## config.mk

```make
export PLATFORM = sky130hd
export DESIGN_NAME = cordic_tone_sequencer_flat
export DESIGN_NICKNAME = d
export VERILOG_FILES = /design/src/rtl/cordic_seq_pkg.sv /design/src/rtl/cordic_tone_sequencer_if.sv /design/src/rtl/cordic_seq_table.sv /design/src/rtl/cordic_tone_sequencer.sv /design/src/flat_wrapper.sv
export SDC_FILE = /design/constraint.sdc
export NUM_CORES = 1
export LEC_CHECK = 0
export ABC_CLOCK_PERIOD_IN_PS = 4200
export CORE_MARGIN = 10
export CORE_UTILIZATION = 58
export CTS_CLUSTER_DIAMETER = 50
export DETAILED_ROUTE_END_ITERATION = 10
export DONT_BUFFER_PORTS = 1
export HOLD_SLACK_MARGIN = 0.02
export PLACE_DENSITY = 0.86
export SETUP_SLACK_MARGIN = 0.1
export SLEW_MARGIN = 20
export SYNTH_ARGS = -nofsm -noshare
export SYNTH_HDL_FRONTEND = slang
export SYNTH_SLANG_ARGS = --single-unit
```

## constraint.sdc

```tcl
create_clock -name clk -period 4.2 [get_ports clk]
set_clock_uncertainty 0.2 [all_clocks]
set_input_delay 1.26 -clock clk [delete_from_list [all_inputs] [get_ports clk]]
set_output_delay 1.26 -clock clk [all_outputs]
set_load 0.02 [all_outputs]
```

## src/rtl/cordic_seq_pkg.sv

```systemverilog
// Shared types for the CORDIC tone sequencer.
//   state_t : controller states
//   seg_t   : one table entry {amplitude, frequency step, dwell}
// The seg_t field widths come from the *_DEF localparams; the top-level
// width parameters must keep these defaults.
package cordic_seq_pkg;
  localparam int AMP_W_DEF   = 4;
  localparam int FREQ_W_DEF  = 4;
  localparam int DWELL_W_DEF = 16;

  typedef enum logic {IDLE = 1'b0, RUN = 1'b1} state_t;

  typedef struct packed {
    logic [AMP_W_DEF-1:0]   a;
    logic [FREQ_W_DEF-1:0]  w;
    logic [DWELL_W_DEF-1:0] dwell;
  } seg_t;
endpackage

```

## src/rtl/cordic_tone_sequencer_if.sv

```systemverilog
// Control/status bundle of the tone sequencer.
//   master : register/control side (drives cfg_*, loop_en, start, stop)
//   slave  : the sequencer (drives A, W, busy, seg_idx, seg_start, done)
interface cordic_tone_sequencer_if #(
  parameter int DEPTH   = 8,
  parameter int DWELL_W = 16,
  parameter int AMP_W   = 4,
  parameter int FREQ_W  = 4
);
  localparam int IDX_W = $clog2(DEPTH);

  logic               cfg_we;
  logic [IDX_W-1:0]   cfg_addr;
  logic [AMP_W-1:0]   cfg_a;
  logic [FREQ_W-1:0]  cfg_w;
  logic [DWELL_W-1:0] cfg_dwell;
  logic [IDX_W-1:0]   cfg_last;
  logic               loop_en;
  logic               start;
  logic               stop;
  logic [AMP_W-1:0]   A;
  logic [FREQ_W-1:0]  W;
  logic               busy;
  logic [IDX_W-1:0]   seg_idx;
  logic               seg_start;
  logic               done;

  modport master (output cfg_we, cfg_addr, cfg_a, cfg_w, cfg_dwell, cfg_last,
                         loop_en, start, stop,
                  input  A, W, busy, seg_idx, seg_start, done);
  modport slave  (input  cfg_we, cfg_addr, cfg_a, cfg_w, cfg_dwell, cfg_last,
                         loop_en, start, stop,
                  output A, W, busy, seg_idx, seg_start, done);
endinterface

```

## src/rtl/cordic_seq_table.sv

```systemverilog
// Segment table: DEPTH x seg_t register file, one write port, async read.
//   clk, rst_n : clock, async active-low reset (clears every entry)
//   i_we/i_waddr/i_wdata : write port (gating is done by the caller)
//   i_raddr/o_rdata      : combinational read port
module cordic_seq_table
  import cordic_seq_pkg::*;
#(
  parameter int DEPTH = 8,
  localparam int IDX_W = $clog2(DEPTH)
) (
  input  logic             clk,
  input  logic             rst_n,
  input  logic             i_we,
  input  logic [IDX_W-1:0] i_waddr,
  input  seg_t             i_wdata,
  input  logic [IDX_W-1:0] i_raddr,
  output seg_t             o_rdata
);
  seg_t r_mem [DEPTH];

  always_ff @(posedge clk or negedge rst_n) begin
    if (!rst_n) begin
      for (int i = 0; i < DEPTH; i++) r_mem[i] <= '0;
    end else if (i_we) begin
      r_mem[i_waddr] <= i_wdata;
    end
  end

  assign o_rdata = r_mem[i_raddr];
endmodule

```

## src/rtl/cordic_tone_sequencer.sv

```systemverilog
// Steps A/W for CORDIC_angle through a programmed list of segments, holding
// each for max(dwell,1) clocks. All outputs are registered.
//   clk, rst_n : clock, async active-low reset
//   bus        : control/status interface (slave side)
module cordic_tone_sequencer
  import cordic_seq_pkg::*;
#(
  parameter int DEPTH   = 8,
  parameter int DWELL_W = DWELL_W_DEF,
  parameter int AMP_W   = AMP_W_DEF,
  parameter int FREQ_W  = FREQ_W_DEF,
  localparam int IDX_W  = $clog2(DEPTH)
) (
  input  logic clk,
  input  logic rst_n,
  cordic_tone_sequencer_if.slave bus
);
  state_t             r_state;
  logic [AMP_W-1:0]   r_a;
  logic [FREQ_W-1:0]  r_w;
  logic               r_busy;
  logic [IDX_W-1:0]   r_idx;
  logic [IDX_W-1:0]   r_last;
  logic               r_seg_start;
  logic               r_done;
  logic [DWELL_W-1:0] r_cnt;

  logic               w_we;
  logic [IDX_W-1:0]   w_rd_addr;
  seg_t               w_seg;
  seg_t               w_wdata;
  logic [DWELL_W-1:0] w_cnt_ld;
  logic               w_more;

  // Table is frozen while running; start also blocks a same-cycle write.
  assign w_we    = bus.cfg_we & ~r_busy & ~bus.start;
  assign w_wdata = '{a: bus.cfg_a, w: bus.cfg_w, dwell: bus.cfg_dwell};

  // Single read port always looks at the segment that would be loaded next:
  // entry 0 from IDLE or on wrap, otherwise seg_idx+1.
  assign w_rd_addr = (r_state == RUN && r_idx != r_last) ? IDX_W'(r_idx + 1'b1) : '0;
  assign w_cnt_ld  = (w_seg.dwell == '0) ? '0 : w_seg.dwell - 1'b1;
  assign w_more    = (r_idx != r_last) || bus.loop_en;

  cordic_seq_table #(.DEPTH(DEPTH)) u_table (
    .clk     (clk),
    .rst_n   (rst_n),
    .i_we    (w_we),
    .i_waddr (bus.cfg_addr),
    .i_wdata (w_wdata),
    .i_raddr (w_rd_addr),
    .o_rdata (w_seg)
  );

  always_ff @(posedge clk or negedge rst_n) begin
    if (!rst_n) begin
      r_state     <= IDLE;
      r_a         <= '0;
      r_w         <= '0;
      r_busy      <= 1'b0;
      r_idx       <= '0;
      r_last      <= '0;
      r_seg_start <= 1'b0;
      r_done      <= 1'b0;
      r_cnt       <= '0;
    end else begin
      r_seg_start <= 1'b0;
      r_done      <= 1'b0;
      case (r_state)
        IDLE: begin
          if (bus.start && !bus.stop) begin
            r_state     <= RUN;
            r_busy      <= 1'b1;
            r_last      <= bus.cfg_last;
            r_idx       <= w_rd_addr;
            r_a         <= w_seg.a;
            r_w         <= w_seg.w;
            r_cnt       <= w_cnt_ld;
            r_seg_start <= 1'b1;
          end
        end
        RUN: begin
          if (bus.stop || (r_cnt == '0 && !w_more)) begin
            // abort or normal end; only the normal end reports done
            r_state <= IDLE;
            r_busy  <= 1'b0;
            r_a     <= '0;
            r_w     <= '0;
            r_idx   <= '0;
            r_cnt   <= '0;
            r_done  <= ~bus.stop;
          end else if (r_cnt != '0) begin
            r_cnt <= r_cnt - 1'b1;
          end else begin
            r_idx       <= w_rd_addr;
            r_a         <= w_seg.a;
            r_w         <= w_seg.w;
            r_cnt       <= w_cnt_ld;
            r_seg_start <= 1'b1;
          end
        end
        default: r_state <= IDLE;
      endcase
    end
  end

  assign bus.A         = r_a;
  assign bus.W         = r_w;
  assign bus.busy      = r_busy;
  assign bus.seg_idx   = r_idx;
  assign bus.seg_start = r_seg_start;
  assign bus.done      = r_done;
endmodule

```

## src/flat_wrapper.sv

```systemverilog
// flat-port wrapper written by rule: the top's interface ports become plain ports
module cordic_tone_sequencer_flat import cordic_seq_pkg::*;
#(
  parameter int DEPTH   = 8,
  parameter int DWELL_W = DWELL_W_DEF,
  parameter int AMP_W   = AMP_W_DEF,
  parameter int FREQ_W  = FREQ_W_DEF,
  localparam int IDX_W  = $clog2(DEPTH)
)
  (clk, rst_n, bus_cfg_we, bus_cfg_addr, bus_cfg_a, bus_cfg_w, bus_cfg_dwell, bus_cfg_last, bus_loop_en, bus_start, bus_stop, bus_A, bus_W, bus_busy, bus_seg_idx, bus_seg_start, bus_done);
  cordic_tone_sequencer_if #(.DEPTH(DEPTH), .DWELL_W(DWELL_W), .AMP_W(AMP_W), .FREQ_W(FREQ_W)) bus_i ();
  input  logic clk;
  input  logic rst_n;
  input wire logic [$bits(bus_i.cfg_we)-1:0] bus_cfg_we;
  input wire logic [$bits(bus_i.cfg_addr)-1:0] bus_cfg_addr;
  input wire logic [$bits(bus_i.cfg_a)-1:0] bus_cfg_a;
  input wire logic [$bits(bus_i.cfg_w)-1:0] bus_cfg_w;
  input wire logic [$bits(bus_i.cfg_dwell)-1:0] bus_cfg_dwell;
  input wire logic [$bits(bus_i.cfg_last)-1:0] bus_cfg_last;
  input wire logic [$bits(bus_i.loop_en)-1:0] bus_loop_en;
  input wire logic [$bits(bus_i.start)-1:0] bus_start;
  input wire logic [$bits(bus_i.stop)-1:0] bus_stop;
  output wire logic [$bits(bus_i.A)-1:0] bus_A;
  output wire logic [$bits(bus_i.W)-1:0] bus_W;
  output wire logic [$bits(bus_i.busy)-1:0] bus_busy;
  output wire logic [$bits(bus_i.seg_idx)-1:0] bus_seg_idx;
  output wire logic [$bits(bus_i.seg_start)-1:0] bus_seg_start;
  output wire logic [$bits(bus_i.done)-1:0] bus_done;
  assign bus_i.cfg_we = bus_cfg_we;
  assign bus_i.cfg_addr = bus_cfg_addr;
  assign bus_i.cfg_a = bus_cfg_a;
  assign bus_i.cfg_w = bus_cfg_w;
  assign bus_i.cfg_dwell = bus_cfg_dwell;
  assign bus_i.cfg_last = bus_cfg_last;
  assign bus_i.loop_en = bus_loop_en;
  assign bus_i.start = bus_start;
  assign bus_i.stop = bus_stop;
  assign bus_A = bus_i.A;
  assign bus_W = bus_i.W;
  assign bus_busy = bus_i.busy;
  assign bus_seg_idx = bus_i.seg_idx;
  assign bus_seg_start = bus_i.seg_start;
  assign bus_done = bus_i.done;
  cordic_tone_sequencer #(.DEPTH(DEPTH), .DWELL_W(DWELL_W), .AMP_W(AMP_W), .FREQ_W(FREQ_W)) u_core (.clk(clk), .rst_n(rst_n), .bus(bus_i));
endmodule
```

# [Word-level counts from Yosys, hierarchy flattened]
# Index checks and enable logic that the tools add are counted.
[totals] reg_bits=226 in_bits=36 elab_cells=100
[classes] n_eq_ne=4 mux=35 n_addsub=3 n_lt_le_gt_ge=3 bitwise_logic=8 reduce_logical=14
[ops] op="bitwise mux 192 bit" n=1
[ops] op="binary-select mux 24 bit (select 3 bit)" n=1
[ops] op="demux 24 bit (select 3 bit)" n=1
[ops] op="2-to-1 mux 24 bit" n=3
[ops] op="2-to-1 mux 16 bit" n=4
[ops] op="logical NOT 16 bit" n=2
[ops] op="one-hot mux 16 bit (2 select lines)" n=1
[ops] op="subtractor 16 x 1 -> 16 bit (second input constant)" n=2
[ops] op="2-to-1 mux 4 bit" n=6
[ops] op="one-hot mux 4 bit (2 select lines)" n=2
[ops] op="nonzero test 16 bit" n=1
[ops] op="2-to-1 mux 3 bit" n=4
[ops] op="greater-or-equal comparator 4 bit (second input constant)" n=2
[ops] op="2-to-1 mux 1 bit" n=8
[ops] op="inverter 3 -> 4 bit" n=2
[ops] op="one-hot mux 1 bit (2 select lines)" n=3
[ops] op="one-hot mux 3 bit (2 select lines)" n=1
[ops] op="AND reduction 2 bit" n=3
[ops] op="logical AND 1 bit" n=4
[ops] op="< comparator 4 x 1 -> 1 bit (second input constant)" n=1
[ops] op="inverter 1 bit" n=4
[ops] op="adder 3 x 1 -> 3 bit (second input constant)" n=1
[ops] op="inequality test 3 bit" n=1
[ops] op="inequality test 3 bit (second input constant)" n=1
[ops] op="other kinds (5)" n=8

# [Depth between registers and ports, before layout]
# Gate-level depths: netlist of the first run.
[depth] word_depth=12 ltp_mapped=15

# [Modules after synthesis]
# From an unflattened synthesis of the first run, not the netlist that was laid out.
[hier_totals] hier_cells=767 area_unflattened_um2=10920.5
[by_module_without_submodules] mod="cordic_seq_table" area_each_um2=8615.8 seq_area_each_um2=4804.6 cells_each=500 instances=1
[by_module_without_submodules] mod="cordic_tone_sequencer" area_each_um2=2304.7 seq_area_each_um2=850.8 cells_each=267 instances=1

# [Worst setup path after synthesis of the first run]
# No wires, ideal clock.
[synth_timing] path_type="register to register" from="reg u_core.r_idx[1], in the netlist u_core.bus.seg_idx[1]" to="reg u_core.r_cnt[12]" setup_slack_ps=66 t_arrival_ps=3865 t_required_ps=3931 n_path_buf=2 path_stages_with_launch=14 path_cell_list="dfrtp_1 ha_1 xnor2_1 nor2_1 clkbuf_1 mux2i_1 o22a_1 ha_1 nand3_2 or4b_1 buf_2 or3_1 or4_1 nand3_1"
[synth_between] elab_chain_cells=12 elab_cells_between_ends=19 cone_classes="add/sub: 2; eq/ne: 1; mux: 9; bitwise: 1; reduce/logical: 6"
[synth_lines] item="start: declaration" line_no="cordic_tone_sequencer.sv:22" source="logic [IDX_W-1:0] r_idx;"
[synth_lines] item="start signal: assignment" line_no="cordic_tone_sequencer.sv:75" source="r_idx <= w_rd_addr;"
[synth_lines] item="start signal: assignment" line_no="cordic_tone_sequencer.sv:95" source="r_idx <= w_rd_addr;"
[synth_lines] item="branches (longest 11 deep; another with subtractor 16 x 1 -> 16 bit)"
[synth_lines] item="one-hot mux 16 bit (2 select lines) (*)" line_no="cordic_tone_sequencer.sv:69" source="case (r_state)"
[synth_lines] item="end signal: assignment" line_no="cordic_tone_sequencer.sv:78" source="r_cnt <= w_cnt_ld;"
[synth_lines] item="end signal: assignment" line_no="cordic_tone_sequencer.sv:93" source="r_cnt <= r_cnt - 1'b1;"
[synth_lines] item="end signal: assignment" line_no="cordic_tone_sequencer.sv:98" source="r_cnt <= w_cnt_ld;"
[synth_lines] item="end: declaration" line_no="cordic_tone_sequencer.sv:26" source="logic [DWELL_W-1:0] r_cnt;"
# Every way passes the cells marked *. The select of a mux whose other input is x is not followed.
# A chain may end at the register's enable or synchronous reset.

# [Worst setup path after layout of the first run]
# Ends and elaborated chain as after synthesis.

==> out/metrics.sh, run 1 <==
MAXIMUM_NUMBER_OF_PINS_ON_ONE_NET_BEFORE_GLOBAL_ROUTE_REPAIR=227
PLACE_HPWL_MM=17.52
FMAXACHIEVABLE_GHz=0.2529
GRT_ANTENNA_BEFORE_REPAIR=1
SYNTH_CELL_TYPES=59
ROUTED_WIRELENGTH_MM=28.21
FIRST_GLOBAL_VIAS=8215
FP.COREAREA_UM2=18710
CLK_TREE_ROOT_CELL='clkbuf_16'
IO_BUFFERS=0
LAYOUT.CELLS.NON_FILLER=1208
WORST_PIN_SLEW_NS=0.8986
DRC=0
CP-END-KIND='register'
PLACED_CELLS_INCL_TAPS=1156
ROW_COUNT=50
WORSTREG2REGEND='u_core.r_cnt[12]'
HOLDCRITPATHCLASS='input pin to asynchronous set/reset pin'
ANT_NETS=0
GRT.OVERFLOW.TOTAL=0
CRITICAL_PATH_ARRIVAL_NS=4.22
FINAL.PERIOD_UTILIZATION=0.9416
COMBINATIONALPOWERSHARE=0.352
MAX_SLEW_MARGIN=0.3987
SETUP.WORST_PATH.START='u_core.bus.seg_idx[1]'
WORST-PATH-MAX-FANOUT=7
TRACK_USAGE=0.2276
CRIT_PATH_START_KIND='register'
FINALCOREUTILIZATION=0.6601
DRT-WIRELENGTH-PER-CELL_UM=23.35
POWER_PER_CELL_AREA_nW_PER_UM2=725.7
NETS_FINISH=992
CRITICAL_PATH.REG2REG.STARTPOINT='u_core.bus.seg_idx[1]'
FINAL_LAYOUT_SIZE_SUFFIX_GT1_FRAC=0.3251
NUMBER_OF_PLACED_I_O_PINS=50
FLOORPLAN.DIE.WIDTH_UM=158
RRSETUPSLACK_NS=0.25
AVGSYNTHCELLAREA_UM2=11.73
FINALWORSTPATHREQUIREDPERIOD_NS=3.955
DIEAREA_UM2=24960
PATH_CELLS='ha_1 > nand2b_1 > o311ai_2 > a221oi_2 > o22a_1 > ha_1 > nand3_2 > or4b_1 > or3_1 > or4_1 > nand3_1'
POWER.SHARE.CLOCK=0.254
WORST_EP_REQUIRED_TIME_NS=4.46
TIMING_MAX_TRANSITION_VIOLATIONS_FINAL=0
MAPPEDNETLISTAREA_UM2=11050
VIA_COUNT=8090
SYNTH_ENABLE_FLOP_CELLS=0
CRITICAL-PATH-SLOWEST-CELL='or4b_1'
TRITONCTS='done'
CRIT_BUF_INV=0
SYNTH_ASYNC_SR_FLOP_SHARE=1.000
H_TREE_LEVELS=1
RUN_STATUS='complete, no violations'
DRTPASS1ITERATIONS=6
POSTSYNTHNETCOUNT=982
FINALSETUPTNS_NS=0
CLKTRANSATPATHREGS_NS=0.06
DIE-HEIGHT_UM=158
POWER_SWITCHING_W=0.003115
SYNTH_SEQ_AREA_SHARE=0.5120
PROPORTION_OF_POWER_DRAWN_BY_FLIP_FLOPS_AND_LATCHES=0.395
SYNTH_FF_TYPE='dfrtp_1'
WORSTSETUPPATHTYPE='register to register'
HOLDBUFCOUNTCTS=0
CTS_BUFFERS=27
MAX_CAP_VIOL_COUNT=0
TOTAL_LEAKAGE_POWER_nW=5.362
MOST_PREVALENT_STANDARD_CELL_ON_THE_CRITICAL_PATH='ha_1'
TIMING.CRITICAL_PATH.MAX_DELAY_FAMILY='simple AND/OR/NAND/NOR gates'
HOLD_SLACK_NS=0.2293
SYNTHESIS.YOSYS.WARNINGS=0
REPORT.FINAL.SETUP_VIOL=0
DETAIL_ROUTE.VIAS_PER_CELL=6.697
R2R_CELLS=11
TIMING.FINAL.HOLD_VIOLATIONS=0
ENDPOINT='u_core.r_cnt[12]'
DETAIL_ROUTE.ITER0.VIOLATIONS=819
YOSYS_REGISTER_BITS=226
GP_ROUTABILITY_CONGESTION=0.9312
MAX-VDD-IR-DROP_mV=0.3620
GRT_SETUP_UNREPAIRED='false'
FLOORPLAN.INITIALDENSITY=0.5905
AREA_GROWTH_SYN_TO_LAYOUT_PCT=11.78
CRITICAL_PATH_CELL_COUNT=11
FIRST_PASS_GRT_WIRE_LENGTH_MM=45.31
MAX-CLOCK-PATH-BUFFERS=3
CELLINTERNALPOWER_W=0.005845
TRITONCTS_NUM_SINKS=226
SLOWEST_DELAY_NS=0.58
SYNTH_CELLS=942
SW_FRAC_OF_TOTAL=0.3477
WORST_SKEW_PAIR.LATE_LATENCY_NS=0.53
==> synth_stat cells, types with 7 or more instances <==
cell	instances	area [um^2]
xor2_1	7	61.31
nor2b_1	8	50.05
o221ai_1	7	61.31
nor3_1	9	45.04
o31ai_1	8	60.06
nand3_1	17	85.08
a311oi_1	9	78.83
mux2_2	209	2354
a31oi_1	11	68.82
xnor2_1	15	131.4
clkbuf_1	48	180.2
dfrtp_1	226	5655
a21oi_1	34	170.2
o22ai_1	20	125.1
nor2_1	50	187.7
nand2_1	83	311.6
a221oi_1	7	61.31
nor4_1	9	56.30
and3_1	10	62.56
o21ai_0	41	205.2
mux2i_1	20	200.2
==> cells in the final DEF (no fill, tap or decap), drive strengths merged, types with 3 or more instances in the layout <==
| master | count |
|---|---|
| o21a | 4 |
| or4 | 4 |
| o311ai | 6 |
| nor3 | 9 |
| a221oi | 7 |
| o21ai | 41 |
| nor4 | 9 |
| o31ai | 8 |
| o32a | 4 |
| o22ai | 20 |
| a311oi | 9 |
| a31oi | 11 |
| clkinv | 4 |
| inv | 8 |
| xnor2 | 15 |
| mux2i | 20 |
| ha | 4 |
| nor2b | 8 |
| and3 | 10 |
| o221ai | 8 |
| nor2 | 50 |
| nand2 | 84 |
| clkbuf | 40 |
| or3 | 3 |
| a21oi | 34 |
| o22a | 3 |
| mux4 | 6 |
| o211ai | 4 |
| xor2 | 9 |
| buf | 37 |
| mux2 | 209 |
| and2 | 4 |
| dfrtp | 226 |
| o2bb2ai | 6 |
| nand3 | 18 |
| nand2b | 6 |
| a2111oi | 3 |
==> worst min path at each step <==
stage	from	end	cells past startpoint
2_1_floorplan	u_core.u_table.r_mem[154]	u_core.u_table.r_mem[154]	1
3_3_place_gp	u_core.u_table.r_mem[154]	u_core.u_table.r_mem[154]	1
3_5_place_dp	u_core.u_table.r_mem[101]	u_core.u_table.r_mem[101]	1
4_1_cts	rst_n	u_core.r_cnt[6]	0
5_1_grt	rst_n	u_core.u_table.r_mem[121]	0
6_report	rst_n	u_core.u_table.r_mem[146]	0
==> power by group through the flow <==
stage / registers, W / clock network [W] / logic (W)
after floorplan: 0.00335 / 0 / 0.00235
after global placement: 0.00348 / 0 / 0.00294
after detailed placement: 0.00353 / 0 / 0.00303
after CTS: 0.00351 / 0.00230 / 0.00309
after global routing: 0.00362 / 0.00241 / 0.00341
final: 0.00354 / 0.00227 / 0.00315
==> through the flow <==
step           cell area (um^2)  setup WS (ns)  power [W]
6_report                  12350         0.2451   0.008960
5_1_grt                   12340         0.1131   0.009439
3_5_place_dp              11410        0.09145   0.006566
3_3_place_gp              11410         0.2525   0.006418
4_1_cts                   12300         0.1704   0.008897
2_1_floorplan             11050         0.1515   0.005697
==> layer usage <==
layer | global-route usage | wire [um] | vias up
li1 | - | - | 3498
met1 | 0.3086 | 11740 | 4123
met2 | 0.3583 | 13170 | 405
met3 | 0.04261 | 2577 | 64
met4 | 0.08249 | 720 | 0
met5 | 0 | 0 | -
==> area by class of cell <==
class	instances	area, um^2
Fill cell	1323	6359
Sequential cell	226	5658
Multi-Input combinational cell	654	5201
Clock buffer	40	784.5
Tap cell	234	292.8
Timing Repair Buffer	37	281.5
Clock inverter	9	101.3
Inverter	6	22.52
Antenna cell	2	5.005
==> flip-flops by register name (all words and copies together) (netlist names) <==
name                  cells
u_core.bus.W              4
u_core.r_state            1
u_core.bus.A              4
u_core.bus.done           1
u_core.bus.seg_start      1
u_core.u_table.r_mem    192
u_core.bus.seg_idx        3
u_core.r_cnt             16
u_core.bus.busy           1
u_core.r_last             3
==> timing repair <==
action | CTS | global route
buffers inserted | 0 | 0
setup endpoints to repair | 2 | 5
gates resized for setup | 2 | 5
==> logic make-up after synthesis <==
family,count (synthesis),share of synthesized area
xor+xnor,24,0.02039
flops,226,0.5120
mux,235,0.2434
buf+inv,62,0.02209
compound gates,176,0.1065
fa+ha+maj,4,0.004531
simple gates,215,0.09107
(Power assumes the default switching activity.)
==> run 2, diff against run 1 <==
--- a/constraint.sdc
+++ b/constraint.sdc
@@ -4,2 +4,2 @@
 set_output_delay 1.26 -clock clk [all_outputs]
-set_load 0.02 [all_outputs]
+set_load 0.01 [all_outputs]
==> run 2 against run 1 <==
- clock-buffer cell count decreased by 5
- maximum frequency increased by 0.18%
- die area unchanged
- core utilization decreased by 0.26 points
- clock power about the same
- power increased by 0.32%
- global-route usage decreased by 0.17 points
- first-iteration DRC count increased by 3.7%
- cell count decreased by 0.50%
- final area decreased by 0.40%
- critical path type unchanged
- highest routed layer unchanged
==> out/metrics.sh, run 2 (synthesis results as in run 1) <==
RUN_STATUS='complete, no violations'
MAX_SLEW_MARGIN=0.4137
GRT_SETUP_UNREPAIRED='true'
FP.COREAREA_UM2=18710
FIRST_GLOBAL_VIAS=8174
ANT_NETS=0
TRITONCTS='done'
FINAL_LAYOUT_SIZE_SUFFIX_GT1_FRAC=0.3182
HOLD_SLACK_NS=0.2317
POWER_SWITCHING_W=0.003120
FINALINSTANCEAREA_UM2=12300
SW_FRAC_OF_TOTAL=0.3471
LAYOUT.CELLS.MOST_COMMON='dfrtp_1'
MAX_FLOP_REGISTER='u_core.u_table.r_mem'
IO_BUFFERS=0
CRITICAL_PATH_ARRIVAL_NS=4.22
GRT.OVERFLOW.TOTAL=0
FIRST_PASS_GRT_WIRE_LENGTH_MM=45.05
FINAL.PERIOD_UTILIZATION=0.9399
CP-END-KIND='register'
DRC=0
MAX_CAP_VIOL_COUNT=0
WORST-PATH-MAX-FANOUT=16
CRIT_PATH_START_KIND='register'
PROPORTION_OF_POWER_DRAWN_BY_FLIP_FLOPS_AND_LATCHES=0.392
AREA_GROWTH_SYN_TO_LAYOUT_PCT=11.34
CLKTRANSATPATHREGS_NS=0.06
FINALSETUPTNS_NS=0
CLK_TREE_ROOT_CELL='clkbuf_16'
CTS_BUFFERS=27
DIE-HEIGHT_UM=158
COMBINATIONALPOWERSHARE=0.352
FMAXACHIEVABLE_GHz=0.2533
FINALWORSTPATHREQUIREDPERIOD_NS=3.948
DIEAREA_UM2=24960
WORSTSETUPPATHTYPE='register to register'
H_TREE_LEVELS=1
NUMBER_OF_PLACED_I_O_PINS=50
FIN_TOTAL_PWR_W=0.008990
FLOORPLAN.INITIALDENSITY=0.5905
WORST_EP_REQUIRED_TIME_NS=4.47
GP_ROUTABILITY_CONGESTION=0.9658
GRT_ANTENNA_BEFORE_REPAIR=0
TOTAL_LEAKAGE_POWER_nW=5.351
CELLINTERNALPOWER_W=0.005869
REPORT.FINAL.SETUP_VIOL=0
POWER_PER_CELL_AREA_nW_PER_UM2=731.0
NUM-FILL-CELLS=1255
DIODES=0
TIMING_MAX_TRANSITION_VIOLATIONS_FINAL=0
HOLDBUFCOUNTCTS=0
TIMING.FINAL.HOLD_VIOLATIONS=0
DRT-WIRELENGTH-PER-CELL_UM=23.46
DRTPASS1ITERATIONS=6
LARGEST_REGISTER_FFS=192
NETS_FINISH=990
VIA_COUNT=8098
MOSTFREQUENTLAYOUTCELLS='dfrtp_1 (225), mux2_2 (209), nand2_1 (83), nor2_1 (50), o21ai_0 (41)'
TOP_REGS='u_core.u_table.r_mem (192), u_core.r_cnt (16)'
WORST_SKEW_PAIR.LATE_LATENCY_NS=0.53
ROW_COUNT=50
MAX-CLOCK-PATH-BUFFERS=3
MAX-VDD-IR-DROP_mV=0.3404
PLACED_INSTANCE_AREA_UM2=11400
HOLDCRITPATHCLASS='input pin to asynchronous set/reset pin'
DETAIL_ROUTE.ITER0.VIOLATIONS=849
PLACE_HPWL_MM=17.42
WORST_PIN_SLEW_NS=0.8762
DETAIL_ROUTE.VIAS_PER_CELL=6.737
ROUTED_WIRELENGTH_MM=28.19
FLOORPLAN.DIE.WIDTH_UM=158
TRACK_USAGE=0.2258
TRITONCTS_NUM_SINKS=226
POWER.SHARE.CLOCK=0.256
MAXIMUM_NUMBER_OF_PINS_ON_ONE_NET_BEFORE_GLOBAL_ROUTE_REPAIR=227
-- run 2: changes by cell type in the layout (fill, tap and decap cells not counted), sizes merged --
| cell | before | now |
|---|---|---|
| clkinv | 4 | 5 |
| clkinvlp | 2 | 1 |
| clkbuf | 40 | 35 |
| buf | 37 | 35 |
| bufinv | 1 | 3 |
| inv | 8 | 9 |
| diode | 2 | 0 |
-- run 2: critical path, stage by stage (launching register included) --
cell and delay (ns):
dfrtp_2 0.50, ha_1 0.29, xor2_2 0.18, buf_4 0.27, nand2_2 0.14, a2111oi_0 0.45, o32a_2 0.27, nand2_1 0.08
or4b_1 0.53, or3_1 0.34, or4_1 0.52, nand3_1 0.09
-- run 2: area by class of cell --
| type | count | area, um^2 | share of cell area |
|---|---|---|---|
| Tap cell | 234 | 292.8 | 0.02381 |
| Clock inverter | 12 | 161.4 | 0.01312 |
| Clock buffer | 35 | 715.7 | 0.05820 |
| Sequential cell | 226 | 5657 | 0.4600 |
| Inverter | 6 | 22.52 | 0.001831 |
| Multi-Input combinational cell | 654 | 5186 | 0.4217 |
| Timing Repair Buffer | 35 | 262.8 | 0.02137 |
-- run 2: what timing repair did --
item	CTS	global route
gates resized for setup	0	3
buffers inserted	0	0
setup endpoints to repair	0	7
-- run 2: worst paths after layout --
path	startpoint	end	slack (ns)	depth (start not counted)
max in group asynchronous	rst_n	u_core.bus.A[0]	3.15	0
worst min-delay path	rst_n	u_core.u_table.r_mem[0]	0.23	0
min in group clk	u_core.u_table.r_mem[154]	u_core.u_table.r_mem[154]	0.30	1
worst min register to register	u_core.u_table.r_mem[154]	u_core.u_table.r_mem[154]	0.30	1
worst max register to register	u_core.bus.seg_idx[0]	u_core.r_cnt[12]	0.25	11
worst max-delay path	u_core.bus.seg_idx[0]	u_core.r_cnt[12]	0.25	11
-- run 2: power by group through the flow --
stage,registers (W),clock network [W],logic (W)
after global routing,0.00360,0.00241,0.00342
after detailed placement,0.00352,0,0.00303
after CTS,0.00350,0.00232,0.00308
after global placement,0.00347,0,0.00292
after floorplan,0.00332,0,0.00235
final,0.00353,0.00230,0.00316
-- run 2: per-stage QoR --
step           utilization  worst slack [ns]  cells
5_1_grt             0.6575           0.08812   1202
3_5_place_dp        0.6094            0.2406   1155
2_1_floorplan            -            0.1290    942
4_1_cts             0.6563            0.2127   1202
3_3_place_gp        0.6094            0.3613   1155
6_report            0.6575            0.2523   1202
-- run 2: metal layers --
layer	track usage	vias to the layer above	part of all wire
li1	-	3495	-
met3	0.04315	86	0.086
met4	0.09837	0	0.036
met2	0.3502	407	0.46
met5	0	-	0
met1	0.3039	4110	0.42
==> run 3, diff against run 2 <==
CORE_MARGIN = not set   (was 10)
==> run 3 against run 2 <==
- routed wire length increased by 0.74%
- maximum frequency decreased by 0.96%
- cell count increased by 0.83%
==> out/metrics.sh, run 3 (synthesis results as in run 1) <==
TOTAL_LEAKAGE_POWER_nW=5.414
RRSETUPSLACK_NS=0.21
POWER_SWITCHING_W=0.003152
NETS_FINISH=998
SETUP.WORST_PATH.START='u_core.bus.seg_idx[0]'
FLOORPLAN.DIE.WIDTH_UM=140
NUM-FILL-CELLS=1309
TIMING_MAX_TRANSITION_VIOLATIONS_FINAL=0
DETAIL_ROUTE.ITER0.VIOLATIONS=719
ROUTED_WIRELENGTH_MM=28.40
CRITICAL_PATH.REG2REG.STARTPOINT='u_core.bus.seg_idx[0]'
TRACK_USAGE=0.2973
WORST_PIN_SLEW_NS=0.8729
PROPORTION_OF_POWER_DRAWN_BY_FLIP_FLOPS_AND_LATCHES=0.389
FINALSETUPTNS_NS=0
MAXIMUM_NUMBER_OF_PINS_ON_ONE_NET_BEFORE_GLOBAL_ROUTE_REPAIR=227
ANT_NETS=0
DIE-HEIGHT_UM=140
TRITONCTS='done'
SW_FRAC_OF_TOTAL=0.3470
MAX-VDD-IR-DROP_mV=0.4413
MAX_FLOP_REGISTER='u_core.u_table.r_mem'
MAX-CLOCK-PATH-BUFFERS=3
CELLINTERNALPOWER_W=0.005932
FLOORPLAN.INITIALDENSITY=0.5905
TOP_REGS='u_core.u_table.r_mem (192), u_core.r_cnt (16)'
WORSTREG2REGEND='u_core.r_cnt[12]'
HOLDCRITPATHCLASS='input pin to asynchronous set/reset pin'
POWER_PER_CELL_AREA_nW_PER_UM2=731.5
PLACE_HPWL_MM=17.39
FINAL_LAYOUT_SIZE_SUFFIX_GT1_FRAC=0.3344
MULTIINPUTGATEAREA_UM2=5194
MAX_CAP_VIOL_COUNT=0
WORST_SKEW_PAIR.LATE_LATENCY_NS=0.53
HOLDBUFCOUNTCTS=0
CRIT_PATH_START_KIND='register'
TIMING.FINAL.HOLD_VIOLATIONS=0
R2R_CELLS=11
GRT_SETUP_UNREPAIRED='false'
MAX_SLEW_MARGIN=0.4088
IO_BUFFERS=0
AREA_GROWTH_SYN_TO_LAYOUT_PCT=12.43
ROW_COUNT=50
GRT_ANTENNA_BEFORE_REPAIR=0
DIODES=0
CLK_TREE_ROOT_CELL='clkbuf_16'
FINAL.SETUP.WORST_SLACK_NS=0.2138
FMAXACHIEVABLE_GHz=0.2509
LAYOUT.CELLS.MOST_COMMON='dfrtp_1'
CRITICAL_PATH_ARRIVAL_NS=4.25
DIEAREA_UM2=19600
FIRST_GLOBAL_VIAS=8209
VIA_COUNT=8122
MOSTFREQUENTLAYOUTCELLS='dfrtp_1 (225), mux2_2 (209), nand2_1 (83), nor2_1 (48), buf_4 (42)'
FINALWORSTPATHREQUIREDPERIOD_NS=3.986
GP_ROUTABILITY_CONGESTION=0.8976
RUN_STATUS='complete, no violations'
WORSTSETUPPATHTYPE='register to register'
DRT-WIRELENGTH-PER-CELL_UM=23.43
LARGEST_REGISTER_FFS=192
COMBINATIONALPOWERSHARE=0.348
DP_SLACK_NS=0.1427
ENDPOINT='u_core.r_cnt[12]'
FIRST_PASS_GRT_WIRE_LENGTH_MM=45.30
CLKTRANSATPATHREGS_NS=0.06
FINAL.PERIOD_UTILIZATION=0.9491
FP.COREAREA_UM2=18710
TRITONCTS_NUM_SINKS=226
DRTPASS1ITERATIONS=5
GRT.OVERFLOW.TOTAL=0
NUMBER_OF_PLACED_I_O_PINS=50
WORST_EP_REQUIRED_TIME_NS=4.46
CTS_BUFFERS=27
DETAIL_ROUTE.VIAS_PER_CELL=6.701
H_TREE_LEVELS=1
WORST-PATH-MAX-FANOUT=9
CP-END-KIND='register'
POWER.SHARE.CLOCK=0.263
REPORT.FINAL.SETUP_VIOL=0
TOTAL_AREA_OF_SEQUENTIAL_CELLS_UM2=5657
DRC=0
[run 3: what timing repair did]
action	CTS	global route
resized for setup	0	10
setup buffers	0	6
endpoints found under the setup margin	0	14
[run 3: worst min path at each step]
stage	slack [ns]	end	start
finish	0.22	u_core.u_table.r_mem[66]	rst_n
global route	0.21	u_core.u_table.r_mem[93]	rst_n
CTS	0.22	u_core.u_table.r_mem[93]	rst_n
detailed placement	0.29	u_core.u_table.r_mem[80]	u_core.u_table.r_mem[80]
global placement	0.28	u_core.u_table.r_mem[151]	u_core.u_table.r_mem[151]
floorplan	0.27	u_core.u_table.r_mem[154]	u_core.u_table.r_mem[154]
[run 3: through the flow]
| step | cells | hold slack (ns) | total power [W] | instance area, um^2 | utilization |
|---|---|---|---|---|---|
| floorplan | 942 | 0.2706 | 0.005672 | 11050 | - |
| finish | 1212 | 0.2219 | 0.009083 | 12420 | 0.6639 |
| global placement | 1157 | 0.2794 | 0.006379 | 11410 | 0.6098 |
| global route | 1212 | 0.2075 | 0.009510 | 12420 | 0.6639 |
| detailed placement | 1157 | 0.2866 | 0.006531 | 11410 | 0.6098 |
| CTS | 1206 | 0.2158 | 0.008968 | 12330 | 0.6593 |
[run 3: power groups by stage]
stage,Sequential [W],Clock (W),Combinational (W)
after floorplan,0.00332,0,0.00235
after global placement,0.00346,0,0.00291
after detailed placement,0.00352,0,0.00301
after CTS,0.00350,0.00241,0.00306
after global routing,0.00361,0.00250,0.00340
final,0.00353,0.00239,0.00316
[run 3: worst max-delay path, stage by stage, from the launching register on]
cell and delay (ns):
dfrtp_2 0.49, ha_1 0.31, xor2_2 0.24, o311ai_1 0.30
o22ai_1 0.21, o22a_1 0.24, ha_1 0.23, nand3_2 0.11
or4b_4 0.63, or3_1 0.35, or4_1 0.51, nand3_1 0.10
[run 3: layout make-up]
class,count,share of cell area
clock buffer,33,0.05864
clock inverter,16,0.01592
inverter,6,0.001814
multi-input combinational,654,0.4182
sequential,226,0.4555
tap,234,0.02358
timing repair buffer,43,0.02630
[run 3: metal layers]
metal | global-route usage | wire [um] | up-vias
met3 | 0.05675 | 2300 | 82
li1 | - | - | 3512
met1 | 0.4092 | 11930 | 4113
met2 | 0.4642 | 13260 | 415
met4 | 0.1267 | 914 | 0
met5 | 0 | 0 | -
